`src/rtl/pc_next_unit.sv`:
```
// Fetch-stage PC register and next-PC sequencer (BOOT/RUN/HALT FSM, imem valid/ready).
// Optional misaligned-target trap enabled by defining PC_ALIGN_CHECK_EN.
module pc_next_unit #(
    parameter logic [31:0] RESET_VECTOR = 32'h0000_0000,
    parameter logic [31:0] TRAP_VECTOR  = 32'h0000_0080
) (
    input  logic        clk,
    input  logic        rst_n,
    input  logic        fetch_ready,
    input  logic        branch_taken,
    input  logic [31:0] branch_target,
    input  logic        jump_valid,
    input  logic [31:0] jump_target,
    input  logic        halt,
    input  logic        resume,
    output logic [31:0] PC,
    output logic [31:0] PC_plus4,
    output logic        pc_valid,
    output logic [31:0] fetch_count,
    output logic        misalign
);

`ifdef PC_ALIGN_CHECK_EN
    typedef enum logic [1:0] {S_BOOT, S_RUN, S_HALT, S_TRAP} state_t;
`else
    typedef enum logic [1:0] {S_BOOT, S_RUN, S_HALT} state_t;
`endif

    state_t      state, state_nxt;
    logic [31:0] pc_nxt;
    logic [31:0] redirect_target;
    logic        redirect;
    logic        accept;
    logic        trap_hit;

    assign PC_plus4        = PC + 32'd4;
    assign accept          = pc_valid & fetch_ready;
    assign redirect        = jump_valid | branch_taken;
    assign redirect_target = jump_valid ? jump_target : branch_target;

    always_comb begin
        state_nxt = state;
        pc_nxt    = PC;
        trap_hit  = 1'b0;
        case (state)
            S_BOOT: state_nxt = S_RUN;
            S_RUN: begin
                if (redirect) begin
`ifdef PC_ALIGN_CHECK_EN
                    if (redirect_target[1:0] != 2'b00) trap_hit = 1'b1;
                    else                               pc_nxt   = redirect_target;
`else
                    pc_nxt = {redirect_target[31:2], 2'b00};
`endif
                end else if (accept) begin
                    pc_nxt = PC_plus4;
                end
                if (halt) state_nxt = S_HALT;
`ifdef PC_ALIGN_CHECK_EN
                // A trap overrides both the target load and a simultaneous halt.
                if (trap_hit) begin
                    state_nxt = S_TRAP;
                    pc_nxt    = TRAP_VECTOR;
                end
`endif
            end
            S_HALT: if (resume && !halt) state_nxt = S_RUN;
`ifdef PC_ALIGN_CHECK_EN
            S_TRAP: state_nxt = S_TRAP;
`endif
            default: state_nxt = S_BOOT;
        endcase
    end

    always_ff @(posedge clk or negedge rst_n) begin
        if (!rst_n) begin
            state       <= S_BOOT;
            PC          <= RESET_VECTOR;
            pc_valid    <= 1'b0;
            fetch_count <= 32'd0;
        end else begin
            state    <= state_nxt;
            PC       <= pc_nxt;
            pc_valid <= (state_nxt == S_RUN);
            if (accept) fetch_count <= fetch_count + 32'd1;
        end
    end

`ifdef PC_ALIGN_CHECK_EN
    always_ff @(posedge clk or negedge rst_n) begin
        if (!rst_n)        misalign <= 1'b0;
        else if (trap_hit) misalign <= 1'b1;
    end
`else
    logic unused_bits;
    assign unused_bits = ^{trap_hit, redirect_target[1:0], TRAP_VECTOR};
    assign misalign    = 1'b0;
`endif

endmodule

```
`config.mk`:
```
export PLATFORM = sky130hd
export DESIGN_NAME = pc_next_unit
export DESIGN_NICKNAME = d
export VERILOG_FILES = /design/src/rtl/pc_next_unit.sv
export SDC_FILE = /design/constraint.sdc
export NUM_CORES = 1
export LEC_CHECK = 0
export ABC_CLOCK_PERIOD_IN_PS = 6000
export CAP_MARGIN = 10
export CORE_UTILIZATION = 40
export DETAILED_ROUTE_END_ITERATION = 10
export PLACE_DENSITY = 0.76
export SYNTH_ARGS = -nofsm -noshare
export SYNTH_HDL_FRONTEND = slang
export SYNTH_SLANG_ARGS = --single-unit
```
`constraint.sdc`:
```
create_clock -name clk -period 6 [get_ports clk]
set_clock_uncertainty 0.1 [all_clocks]
set_input_delay 1.5 -clock clk [delete_from_list [all_inputs] [get_ports clk]]
set_output_delay 1.5 -clock clk [all_outputs]
set_load 0.01 [all_outputs]
```
==> results of run 1 <==
[power by group]
| group | total (mW) | internal, mW | leakage [nW] | switching [mW] |
|---|---|---|---|---|
| sequential | 0.801 | 0.563 | 0.831 | 0.238 |
| clock | 0.455 | 0.277 | 0.124 | 0.178 |
| combinational | 1.12 | 0.607 | 1.48 | 0.515 |
| total | 2.38 | 1.45 | 2.43 | 0.932 |
[cell families (layout without fill, tap and decap cells)]
| kind of cell | Yosys count | after routing |
|---|---|---|
| fa+ha+maj | 2 | 2 |
| flops | 65 | 65 |
| simple gates | 171 | 171 |
| mux | 7 | 7 |
| compound gates | 107 | 107 |
| other cells | 1 | 5 |
| buf+inv | 40 | 187 |
| xor+xnor | 59 | 59 |
[through the flow]
step	setup slack, ps	instances
finish	1240	736
global route	1060	736
CTS	1240	736
detailed placement	1570	720
global placement	1590	720
floorplan	2480	456
[cells in the final DEF (no fill, tap or decap), drive strengths merged, types with 10 or more instances in the layout]
cell type      instances
nor2                  38
nand3                 21
o21ai                 36
xor2                  21
inv                   10
xnor2                 38
nor3                  15
nand4                 13
and3                  10
dfrtp                 65
clkdlybuf4s50        158
nand2                 40
a21oi                 16
nor4                  11
[flip-flops by register name (all words and copies together) (netlist names)]
signal	count
state	2
fetch_count	32
pc_valid	1
PC	30
[how the worst min path moves through the flow]
stage                          startpoint              end  slack [ps]
after CTS                 fetch_count[31]  fetch_count[31]         380
after floorplan                  state[0]         pc_valid         400
after detailed placement  fetch_count[31]  fetch_count[31]         370
after global routing      fetch_count[30]  fetch_count[30]         410
after global placement    fetch_count[31]  fetch_count[31]         360
final                     fetch_count[31]  fetch_count[31]         370
[area by class of cell]
class                           instances  share of cell area (%)
Multi-Input combinational cell        351                    38.5
Inverter                                9                   0.565
Clock inverter                          7                    1.97
Timing Repair Buffer                  162                    26.9
Clock buffer                            9                    2.07
Sequential cell                        65                    27.2
Tap cell                              133                    2.78
[layer usage]
layer	vias up	wire, µm	GRT usage, %
met5	-	0	0
met4	0	263	9.43
met3	19	957	6.03
met2	176	5950	40.5
met1	1994	5130	29.2
li1	1933	-	-
==> impl_metrics.yaml, run 1 <==
timing:
  worstMarginPinSlew_ps: 1050
  tns_ps: 0
  setup_viol: 0
  rsz0062_at_grt: "no"
  whs_ps: 371
  timing.fmax_mhz: 210
  max_slew_margin_pct: 29.8
  final.min_clock_period_ps: 4760
  finalCritPeriodShare_pct: 79.3
  hold_violations: 0
  slew_violations: 0
synthesis:
  netlist_area_um2: 4090
  synth_edf_count: 0
  synth_commonest_cells: "dfrtp_1 (65), nand2_1 (40), xnor2_1 (38), nor2_1 (37), o21ai_0 (34)"
  ys_ff_latch: 65
  synthMuxAreaShare_pct: 1.74
  synth_top_cells_by_area: "dfrtp_1 (40%), xnor2_1 (8.1%), xor2_1 (4.5%), o21ai_0 (4.2%), nand2_1 (3.7%)"
  synth_warnings: 0
  synth_area_per_cell_um2: 9.05
  synth_top_area_share_pct: 39.8
  synth_top_family_by_area: "simple AND/OR/NAND/NOR gates"
  synthFlopType: "dfrtp_1"
  synthCells: 452
  synth_cell_type_count: 59
  synthAdderAreaFrac_pct: 0.612
  ys_seq_area_share_pct: 39.8
  synth_xor_area_share_pct: 12.6
  synth.most_common_cell: "dfrtp_1"
  async_reset_ff_share_pct: 100
  synth-compound-area-share_pct: 17.7
  synthSimpleGateAreaFrac_pct: 22.9
  yosysTopAreaCell: "dfrtp_1"
cells_and_area:
  fillers: 831
  nets: 671
  drive_gt1_share_pct: 6.30
  post-route-util_pct: 60.7
  antennaDiodeCount: 0
  register_area_um2: 1630
  syn_to_final_growth_pct: 46.2
  multiInputGateArea_um2: 2310
  final_cell_area_um2: 5980
worst_hold_path:
  holdCritPathClass: "flip-flop to flip-flop"
  holdPathStages: 1
worst_setup_path:
  crit_arrival_ps: 3160
  r2r_end: "PC[19]"
  crit_slowest_cell: "or4_4"
  cp_slowest_stage_delay_ps: 650
  crit_path_end_kind: "primary output"
  critPathLaunch: "PC[6]"
  worst-path-buf-inv: 1
  r2r_slack_ps: 3410
  path_depth: 6
  crit_end: "PC_plus4[28]"
  critPathMaxFanout: 12
  cpLargestDelayFamily: "simple AND/OR/NAND/NOR gates"
  critical_path.cell_chain: "nand4_1 -> or4_4 -> nor4_4 -> nand2_1 -> xnor2_1 -> clkdlybuf4s50_1"
  critPathKind: "flip-flop to primary output"
  r2r_cells: 5
  crit_required_ps: 4400
  rr_startpoint: "PC[6]"
  startpoint_type: "flip-flop"
clock_tree:
  clock_latency_ps: 340
  numClockSinks: 65
  root_buffer: "clkbuf_8"
  cts_htree_levels: 3
  cts_resized: 0
  clk_pin_slew_ps: 70
  cts_setup_buffers: 0
  ctsLongestPathBuffers: 2
  cts_hold_buf: 0
  cts_made_buffers: 9
  cts_tree: "built"
global_route:
  track_usage_pct: 23.9
  grt_pass1_wl_um: 19400
  grt.overflow.total: 0
  grt_pass1_vias: 3983
  grt_max_degree: 66
  antenna_found_initial: 0
place:
  dp.final_hpwl_um: 8940
  routabilityCongestion: 0.897
  post_dp_cell_area_um2: 5740
  io_buffers: 159
job:
  max_cap_viol_count: 0
routing:
  wl_per_cell_um: 16.7
  via_per_inst: 5.60
  drc_errors: 0
  wl_um: 12300
  ant_nets: 0
  first_pass_iters: 5
  drt_iter0_drc: 175
  num_vias: 4122
floorplan:
  core_region_area_um2: 9860
  placementRows: 36
  initial_utilization_pct: 41.5
  io_pins: 169
  die_w_um: 103
  fp.dieH_um: 103
  dieArea_um2: 10600
pwr:
  power_density_nw_per_um2: 398
  leakagePower_nw: 2.43
  ir_drop_mv: 0.234
  total_power_mw: 2.38
run_status:
  outcome: "finished clean"
Power figures use the tool's default switching activity.
==> run 2, diff against run 1 <==
==> config.mk (replaced) <==
export PLATFORM = sky130hd
export DESIGN_NAME = pc_next_unit
export DESIGN_NICKNAME = d
export VERILOG_FILES = /design/src/rtl/pc_next_unit.sv
export SDC_FILE = /design/constraint.sdc
export NUM_CORES = 1
export LEC_CHECK = 0
export ABC_CLOCK_PERIOD_IN_PS = 4010
export CAP_MARGIN = 10
export CORE_UTILIZATION = 39
export DETAILED_ROUTE_END_ITERATION = 10
export PLACE_DENSITY = 0.77
export SYNTH_ARGS = -nofsm -noshare
export SYNTH_HDL_FRONTEND = slang
export SYNTH_SLANG_ARGS = --single-unit
==> constraint.sdc (replaced) <==
create_clock -name clk -period 4.01 [get_ports clk]
set_clock_uncertainty 0.1 [all_clocks]
set_input_delay 1.0025 -clock clk [delete_from_list [all_inputs] [get_ports clk]]
set_output_delay 1.0025 -clock clk [all_outputs]
set_load 0.01 [all_outputs]
==> run 2 against run 1 <==
Against the previous run: clock power is 54% higher; largest cell class unchanged; utilization is 0.66 points lower; largest power group unchanged; design area is 2.6% higher; total power is 53% higher; register-to-register slack worse by 1700 ps; critical path type unchanged; first-iteration DRC count is 59% higher; wire length is 4.9% higher; via count is 1.9% higher; flip-flop and latch count stayed put; worst setup slack worse by 1100 ps; combinational power is 57% higher; hold slack better by 3.1 ps.
==> impl_metrics.yaml, run 2 (synthesis gave the netlist of run 1 again) <==
routing:
  wl_per_cell_um: 17.1
  via_per_inst: 5.56
  ant_nets: 0
  num_vias: 4200
  wl_um: 12900
  first_pass_iters: 6
  drc_errors: 0
  drt_iter0_drc: 279
job:
  max_cap_viol_count: 0
global_route:
  grt.overflow.total: 0
  grt_pass1_vias: 4231
  grt_use_met3_pct: 6.64
  use_met2_pct: 41.5
  grt.busiest_layer: "met2"
  antenna_found_initial: 0
  grtUsageMet1_pct: 29.4
  track_usage_pct: 24.2
  grt_pass1_wl_um: 20900
  grt_max_degree: 33
clock_tree:
  cts_hold_buf: 0
  clock_latency_ps: 340
  ctsLongestPathBuffers: 2
  clk_pin_slew_ps: 80
  cts_htree_levels: 3
  cts_made_buffers: 9
  root_buffer: "clkbuf_8"
  cts_tree: "built"
  numClockSinks: 65
cells_and_area:
  drive_gt1_share_pct: 10.3
  final_cell_area_um2: 6140
  largest_register: "fetch_count"
  nets: 688
  final_cell_mix: "clkdlybuf4s50_1 (158), dfrtp_1 (57), nand2_1 (40)"
  syn_to_final_growth_pct: 50.0
  largest_reg_flops: 32
  antennaDiodeCount: 0
  reg.largest.list: "fetch_count x32, PC x30, state x2"
  layout_commonest_cell: "clkdlybuf4s50_1"
floorplan:
  placementRows: 37
  dieArea_um2: 10900
  io_pins: 169
  fp.dieH_um: 104
  die_w_um: 104
  core_region_area_um2: 10200
  initial_utilization_pct: 40.0
worst_setup_path:
  r2r_cells: 5
  crit_path_end_kind: "primary output"
  critPathMaxFanout: 7
  critPathKind: "flip-flop to primary output"
  crit_required_ps: 2910
  crit_arrival_ps: 2790
  startpoint_type: "flip-flop"
place:
  routabilityCongestion: 0.799
  io_buffers: 159
  post_dp_cell_area_um2: 5840
  dp.final_hpwl_um: 9640
timing:
  tns_ps: 0
  worstMarginPinSlew_ps: 1040
  max_slew_margin_pct: 30.4
  rsz0062_at_grt: "no"
  finalCritPeriodShare_pct: 97.0
  slew_violations: 0
  hold_violations: 0
  timing.fmax_mhz: 257
  final.min_clock_period_ps: 3890
  whs_ps: 374
  setup_viol: 0
pwr:
  leakagePower_nw: 2.51
  ir_drop_mv: 0.326
  power_density_nw_per_um2: 592
worst_hold_path:
  holdCritPathClass: "flip-flop to flip-flop"
  holdPathStages: 1
run_status:
  outcome: "finished clean"
## run 2: cell count changes in the layout (fill, tap and decap cells not counted), sizes merged
cell    delta
buf       +17
clkinv     -1
inv        +1
## run 2: final timing paths
path	slack, ps	end	startpoint
worst max-delay path	120	PC_plus4[26]	PC[12]
worst min-delay path	370	fetch_count[31]	fetch_count[31]
worst max register to register	1710	PC[11]	state[0]
worst min register to register	370	fetch_count[31]	fetch_count[31]
max in group asynchronous	2490	PC[22]	rst_n
min in group asynchronous	560	PC[13]	rst_n
## run 2: worst max-delay path: stages (launching register included)
cell,delay (ps)
dfrtp_2,450
nand4_4,190
or4_4,600
nor4_4,350
buf_4,190
xnor2_1,110
clkdlybuf4s50_1,550
## run 2: cell type report
type                    instances  area [µm²]
fillers                       860        4090
well taps                     136         170
multi-input cells             351        2310
inverters                       9        33.8
flip-flops and latches         65        1640
repair buffers                179        1740
clock buffers                   9         124
clock inverters                 7         125
## run 2: timing repair
action	CTS	global route
buffers inserted	0	4
gates resized for setup	0	9
setup endpoints to repair	0	6
## run 2: power by group
group          leakage (nW)  internal [mW]  total (mW)  switching, mW
clock                 0.124          0.420       0.699          0.280
combinational          1.56          0.940        1.76          0.816
sequential            0.822          0.851        1.18          0.329
## run 2: per-stage QoR
| step | total power [mW] | instances | setup WS, ps | util [%] |
|---|---|---|---|---|
| after floorplan | 1.93 | 456 | 987 | - |
| after global routing | 3.85 | 756 | 4.37 | 60.0 |
| after detailed placement | 2.91 | 736 | 456 | 57.1 |
| after CTS | 3.63 | 752 | 73.8 | 59.5 |
| after global placement | 2.87 | 736 | 474 | 57.1 |
| final | 3.64 | 756 | 119 | 60.0 |
## run 2: routing by layer
layer / part of all wire, % / wire length [µm]
met1: 43 / 5490
met2: 49 / 6300
met3: 7.5 / 963
met4: 1.2 / 155
met5: 0 / 0
